$ cat src/rtl/audio_pkg.sv
// audio_pkg: types and constants shared by the drum-voice, interpolator and
// DAC blocks.
//   SAMPLE_WIDTH    : width of an audio sample.
//   sample_t        : unsigned offset-binary audio sample.
//   SAMPLE_MIDSCALE : offset-binary zero level (silence).
package audio_pkg;

  localparam int SAMPLE_WIDTH = 16;

  typedef logic [SAMPLE_WIDTH-1:0] sample_t;

  localparam sample_t SAMPLE_MIDSCALE = 16'h8000;

endpackage

$ cat src/rtl/sample_fifo.sv
// sample_fifo: synchronous first-word-fall-through FIFO for audio samples.
// Ports:
//   clk, rst       : clock, synchronous active-high reset (empties the FIFO)
//   push, push_data: write request and data; ignored while full
//   pop            : read request; ignored while empty
//   full, empty    : status, derived from the registered pointers
//   head           : oldest stored entry (valid while !empty)
// DEPTH must be a power of two and at least 2.
module sample_fifo
  import audio_pkg::*;
#(
  parameter int  DEPTH  = 4,
  parameter type data_t = sample_t
) (
  input  logic  clk,
  input  logic  rst,
  input  logic  push,
  input  data_t push_data,
  input  logic  pop,
  output logic  full,
  output logic  empty,
  output data_t head
);

  localparam int AW = $clog2(DEPTH);
  localparam logic [AW:0] PTR_ZERO = {(AW + 1){1'b0}};
  localparam logic [AW:0] PTR_ONE  = {{AW{1'b0}}, 1'b1};

  // Pointers carry one extra wrap bit so full and empty are distinguishable
  // when the index bits match.
  logic [AW:0] wr_ptr_q;
  logic [AW:0] wr_ptr_d;
  logic [AW:0] rd_ptr_q;
  logic [AW:0] rd_ptr_d;
  data_t       mem_q [DEPTH];
  data_t       mem_d [DEPTH];
  logic        do_push;
  logic        do_pop;

  assign full    = (wr_ptr_q[AW] != rd_ptr_q[AW]) &&
                   (wr_ptr_q[AW-1:0] == rd_ptr_q[AW-1:0]);
  assign empty   = (wr_ptr_q == rd_ptr_q);
  assign head    = mem_q[rd_ptr_q[AW-1:0]];
  assign do_push = push && !full;
  assign do_pop  = pop && !empty;

  // Next pointer values and storage update.
  always_comb begin
    wr_ptr_d = wr_ptr_q;
    rd_ptr_d = rd_ptr_q;
    mem_d    = mem_q;
    if (do_push) begin
      mem_d[wr_ptr_q[AW-1:0]] = push_data;
      wr_ptr_d                = wr_ptr_q + PTR_ONE;
    end else begin
      wr_ptr_d = wr_ptr_q;
    end
    if (do_pop) begin
      rd_ptr_d = rd_ptr_q + PTR_ONE;
    end else begin
      rd_ptr_d = rd_ptr_q;
    end
  end

  // Pointer registers; reset discards any stored contents.
  always_ff @(posedge clk) begin
    if (rst) begin
      wr_ptr_q <= PTR_ZERO;
      rd_ptr_q <= PTR_ZERO;
    end else begin
      wr_ptr_q <= wr_ptr_d;
      rd_ptr_q <= rd_ptr_d;
    end
  end

  // Storage array; contents are meaningless once the pointers are reset.
  always_ff @(posedge clk) begin
    mem_q <= mem_d;
  end

endmodule

$ cat src/rtl/audio_interp.sv
// audio_interp: linear-interpolating upsampler feeding the sigma-delta DAC.
// Base-rate samples arrive over a valid/ready handshake into a small FIFO.
// Each out_tick emits prev + (cur - prev) * phase / 2^UPSCALE_LOG2, so the
// output runs at 2^UPSCALE_LOG2 times the base rate with one base period of
// group delay.
// Ports:
//   clk, rst        : clock, synchronous active-high reset
//   sample_in       : base-rate sample, offset-binary
//   sample_in_valid : sample_in valid this cycle
//   sample_in_ready : FIFO can accept a sample this cycle
//   out_tick        : one-cycle strobe at the oversampled rate
//   sample_out      : interpolated sample to the DAC (registered)
//   underflow       : one-cycle pulse when a wrap found the FIFO empty
module audio_interp
  import audio_pkg::*;
#(
  parameter int UPSCALE_LOG2 = 3,
  parameter int FIFO_DEPTH   = 4
) (
  input  logic                    clk,
  input  logic                    rst,
  input  logic [SAMPLE_WIDTH-1:0] sample_in,
  input  logic                    sample_in_valid,
  output logic                    sample_in_ready,
  input  logic                    out_tick,
  output logic [SAMPLE_WIDTH-1:0] sample_out,
  output logic                    underflow
);

  // Datapath width: 17-bit signed difference times a zero-extended phase,
  // with headroom so the add of prev can never overflow.
  localparam int PW = SAMPLE_WIDTH + 2 + UPSCALE_LOG2;
  localparam logic [UPSCALE_LOG2-1:0] PHASE_MAX  = {UPSCALE_LOG2{1'b1}};
  localparam logic [UPSCALE_LOG2-1:0] PHASE_ZERO = {UPSCALE_LOG2{1'b0}};
  localparam logic [UPSCALE_LOG2-1:0] PHASE_ONE  = UPSCALE_LOG2'(1'b1);

  sample_t                 prev_q;
  sample_t                 prev_d;
  sample_t                 cur_q;
  sample_t                 cur_d;
  logic [UPSCALE_LOG2-1:0] phase_q;
  logic [UPSCALE_LOG2-1:0] phase_d;
  sample_t                 sample_out_q;
  sample_t                 sample_out_d;
  logic                    underflow_q;
  logic                    underflow_d;

  logic    fifo_full;
  logic    fifo_empty;
  sample_t fifo_head;
  logic    push;
  logic    pop;
  logic    tick;
  logic    wrap;

  logic signed [SAMPLE_WIDTH:0] diff;
  logic signed [PW-1:0]         diff_ext;
  logic signed [PW-1:0]         phase_ext;
  logic signed [PW-1:0]         prod;
  logic signed [PW-1:0]         step;
  logic signed [PW-1:0]         interp;
  logic                         interp_hi_unused;

  assign sample_in_ready = !fifo_full && !rst;
  assign push            = sample_in_valid && sample_in_ready;
  assign tick            = out_tick && !rst;
  assign wrap            = tick && (phase_q == PHASE_MAX);
  // The pop only sees what was stored before this cycle: a same-cycle push
  // into an empty FIFO still underflows.
  assign pop             = wrap && !fifo_empty;

  sample_fifo #(
    .DEPTH  (FIFO_DEPTH),
    .data_t (sample_t)
  ) u_fifo (
    .clk       (clk),
    .rst       (rst),
    .push      (push),
    .push_data (sample_in),
    .pop       (pop),
    .full      (fifo_full),
    .empty     (fifo_empty),
    .head      (fifo_head)
  );

  // Interpolation datapath. The arithmetic shift floors toward -inf, so a
  // falling segment steps down on the first nonzero phase.
  always_comb begin
    diff      = $signed({1'b0, cur_q}) - $signed({1'b0, prev_q});
    diff_ext  = {{(PW - SAMPLE_WIDTH - 1){diff[SAMPLE_WIDTH]}}, diff};
    phase_ext = {{(PW - UPSCALE_LOG2){1'b0}}, phase_q};
    prod      = diff_ext * phase_ext;
    step      = prod >>> UPSCALE_LOG2;
    interp    = {{(PW - SAMPLE_WIDTH){1'b0}}, prev_q} + step;
  end

  // The result is always between prev and cur, so the upper bits are zero.
  assign interp_hi_unused = ^interp[PW-1:SAMPLE_WIDTH];

  // Next-state: advance phase and output on a tick, shift samples on wrap.
  always_comb begin
    prev_d       = prev_q;
    cur_d        = cur_q;
    phase_d      = phase_q;
    sample_out_d = sample_out_q;
    underflow_d  = 1'b0;
    if (tick) begin
      sample_out_d = interp[SAMPLE_WIDTH-1:0];
      phase_d      = phase_q + PHASE_ONE;
      if (wrap) begin
        prev_d = cur_q;
        if (!fifo_empty) begin
          cur_d = fifo_head;
        end else begin
          // Nothing to move in: hold cur so the next period is flat.
          cur_d       = cur_q;
          underflow_d = 1'b1;
        end
      end else begin
        prev_d = prev_q;
      end
    end else begin
      sample_out_d = sample_out_q;
    end
  end

  // State registers.
  always_ff @(posedge clk) begin
    if (rst) begin
      prev_q       <= SAMPLE_MIDSCALE;
      cur_q        <= SAMPLE_MIDSCALE;
      phase_q      <= PHASE_ZERO;
      sample_out_q <= SAMPLE_MIDSCALE;
      underflow_q  <= 1'b0;
    end else begin
      prev_q       <= prev_d;
      cur_q        <= cur_d;
      phase_q      <= phase_d;
      sample_out_q <= sample_out_d;
      underflow_q  <= underflow_d;
    end
  end

  assign sample_out = sample_out_q;
  assign underflow  = underflow_q;

endmodule

$ cat config.mk
export PLATFORM = sky130hd
export DESIGN_NAME = audio_interp
export DESIGN_NICKNAME = d
export VERILOG_FILES = /design/src/rtl/audio_pkg.sv /design/src/rtl/sample_fifo.sv /design/src/rtl/audio_interp.sv
export SDC_FILE = /design/constraint.sdc
export NUM_CORES = 1
export LEC_CHECK = 0
export BUFFER_PORTS_ARGS = -buffer_cell sky130_fd_sc_hd__buf_2
export CAP_MARGIN = 30
export CORE_ASPECT_RATIO = 1.25
export CORE_MARGIN = 8
export CORE_UTILIZATION = 60
export CTS_CLUSTER_DIAMETER = 80
export DETAILED_ROUTE_END_ITERATION = 6
export PLACE_DENSITY = 0.78
export RECOVER_POWER = 50
export SYNTH_ARGS = -nofsm -noshare
export SYNTH_HDL_FRONTEND = slang
export SYNTH_SLANG_ARGS = --single-unit
$ cat constraint.sdc
create_clock -name clk -period 6.88 [get_ports clk]
set_clock_uncertainty 0.2 [all_clocks]
set_input_delay 0.344 -clock clk [delete_from_list [all_inputs] [get_ports clk]]
set_output_delay 0.344 -clock clk [all_outputs]
set_load 0.01 [all_outputs]
==> flow_metrics.tcl <==
set metrics [dict create \
    crit_path_frequent_cell "ha_1" \
    antenna_left 0 \
    die_w_um 118 \
    r2r-start "prev_q[1]" \
    ys.flop_type "edfxtp_1" \
    synth.most_common_cell "inv_1" \
    fin_setup_tns_ns 0 \
    holdPathEnd "u_fifo.wr_ptr_q[1]" \
    cts_buffers 17 \
    path_clk_slew_ns 0.06 \
    crit_buf_inv 3 \
    p_leak_nw 3.71 \
    grt_overflow_total 0 \
    rows 46 \
    fmax_mhz 153 \
    clockBufferDepth 2 \
    synth_top_area_share 0.245 \
    start_kind "flop" \
    clkSinkCount 122 \
    criticalPathCategory "reg -> reg" \
    core-area_sq_um 12700 \
    fin_util 0.699 \
    hold_violations 0 \
    yosysUniqueCellTypes 59 \
    drc 0 \
    grt_antenna_before_repair 1 \
    syn_to_final_growth_pct 13.4 \
    slew_violations 20 \
    worstSetupEndpointType "flop" \
    status "finished, violations left" \
    place.gp.congestion 0.915 \
    ir_drop_mv 0.226 \
    drt_wl_total_mm 18.9 \
    viasPerCell 5.92 \
    min_path_type "in -> reg" \
    period_needed_ns 6.56 \
    grt_pass1_vias 6267 \
    rsz0062_at_grt "no" \
    wl_per_cell_um 18.8 \
    slowest_delay_ns 0.56 \
    antenna_cells 0 \
    die-height_um 144 \
    synthTopCellsByCount "inv_1, ha_1, edfxtp_1" \
    cts_root_buffer "clkbuf_16" \
    dieArea_sq_um 17000 \
    ctsHtreeMaxLevel 4 \
    insertion_delay_ns 0.41 \
    hold_depth 3 \
    drv_cap 1 \
    ys_seq_elements 122 \
    syn_area_sq_um 7840 \
    synth_nets 886 \
    via_count 5960 \
    violations "capacitance limit, slew limit" \
    final_cells 1006 \
    tritoncts "built" \
    first_pass_iters 5 \
    synth_edf_count 64 \
    dpl.hpwl_mm 13.0 \
    power_mw 1.74 \
    finalSetupViolCount 0 \
    grt_max_degree 60 \
    syn_inst 777 \
    crit_required_ns 6.96 \
    yosysWarnings 0 \
    min_from "sample_in_valid" \
    synth_top_cell_by_area "edfxtp_1" \
    nets 934 \
    io_pins 38 \
    place.port_buffers 37 \
    crit_path_max_fanout 6 \
    finalCritPeriodShare 0.953 \
    powerDensity_nw_per_um2 196 \
    worstMarginPinSlew_ns 1.70 \
    reg2reg_depth 27 \
    grt_first_pass_wirelength_mm 30.2 \
    grt_usage 0.225 \
    syn_avg_cell_area_sq_um 10.1 \
    synth_async_sr_flop_share 0 \
    cp_slowest_cell "or4_1" \
    layout-drive-gt1-share 0.0740 \
    synth_area_leaders "edfxtp_1, dfxtp_1, ha_1" \
    relSlewSlack -0.136 \
    r2r_setup_slack_ns 0.32 \
    reg2reg_to "sample_out[15]" \
    crit_family "simple AND/OR/NAND/NOR gates" \
    drt-initial-drc-count 372 \
    yosysSeqAreaShare 0.393 \
    worst_ep_arrival_time_ns 6.64 \
    initial_utilization 0.616 \
    dp_cells 957 \
]
-- registers in the layout (all words and copies together), names as in the netlist --
name,flops
phase_q,3
u_fifo.rd_ptr_q,3
u_fifo.mem_q,64
underflow,1
u_fifo.wr_ptr_q,3
cur_q,16
sample_out,16
prev_q,16
-- cells in the final DEF, fill, tap and decap left out, drive strengths merged, types with 9 or more instances in the layout --
cell type	instances
ha	71
mux4	16
and2	27
nor2b	9
and3	9
dlygate4sd3	16
mux2i	25
nor3	10
nand3	15
o21ai	22
xor2	14
nor2	63
o21a	15
xnor2	28
inv	100
fa	18
o31ai	21
a21oi	33
edfxtp	64
dfxtp	58
nand2	49
clkbuf	56
a21o	13
-- final cells by class --
type,count,area (sq um)
clock buffers,19,464
clock inverters,13,121
fillers,942,3830
inverters,92,345
multi-input cells,533,4310
flip-flops and latches,122,3080
well taps,168,210
repair buffers,59,357
-- worst max-delay path by stage --
| stage | end | startpoint | cells after the start |
|---|---|---|---|
| floorplan | sample_out[15] | prev_q[1] | 27 |
| global placement | sample_out[15] | prev_q[1] | 27 |
| detailed placement | sample_out[15] | prev_q[1] | 27 |
| CTS | sample_out[15] | prev_q[1] | 27 |
| global route | sample_out[15] | prev_q[1] | 27 |
| finish | sample_out[15] | prev_q[1] | 27 |
-- power breakdown --
group	leakage, nW	internal (mW)	switching, mW	total [mW]
combinational	2.38	0.0244	0.0383	0.0627
clock	0.287	0.508	0.380	0.887
sequential	1.05	0.779	0.00983	0.789
-- cell families (layout without fill, tap and decap cells) --
group,count (synthesis),count (layout),share of synthesized area
fa+ha+maj,89,89,0.159
buf+inv,122,183,0.0589
xor+xnor,43,43,0.0498
simple gates,207,207,0.128
mux,41,41,0.0779
compound gates,153,153,0.133
flops,122,122,0.393
-- metrics by stage --
step	setup slack, ns	hold slack (ns)	instance area, sq um
2_1_floorplan	0.988	0.243	7840
3_3_place_gp	0.538	0.253	8150
3_5_place_dp	0.388	0.258	8170
4_1_cts	0.323	0.155	8910
5_1_grt	0.0187	0.265	8890
6_report	0.325	0.222	8890
-- tightest hold or removal path: cells and delay by family --
family | cells | cell delay [ns]
AO/OA/AOI/OAI | 1 | 0.10
buffers and inverters | 1 | 0.11
AND/OR/NAND/NOR | 1 | 0.22
-- metal layers --
| metal | GRT usage | up-vias | routed length (um) |
|---|---|---|---|
| li1 | - | 2849 | - |
| met1 | 0.249 | 2896 | 7750 |
| met2 | 0.408 | 168 | 9610 |
| met3 | 0.0432 | 45 | 909 |
| met4 | 0.112 | 2 | 580 |
| met5 | 0 | - | 15 |
-- repair_timing --
action / in CTS / in global routing
hold buffers: 16 / 0
resized for setup: 0 / 3
endpoints found under the hold margin: 64 / 0
setup buffers: 0 / 0
setup endpoints to repair: 0 / 1
(Power assumes the default switching activity.)
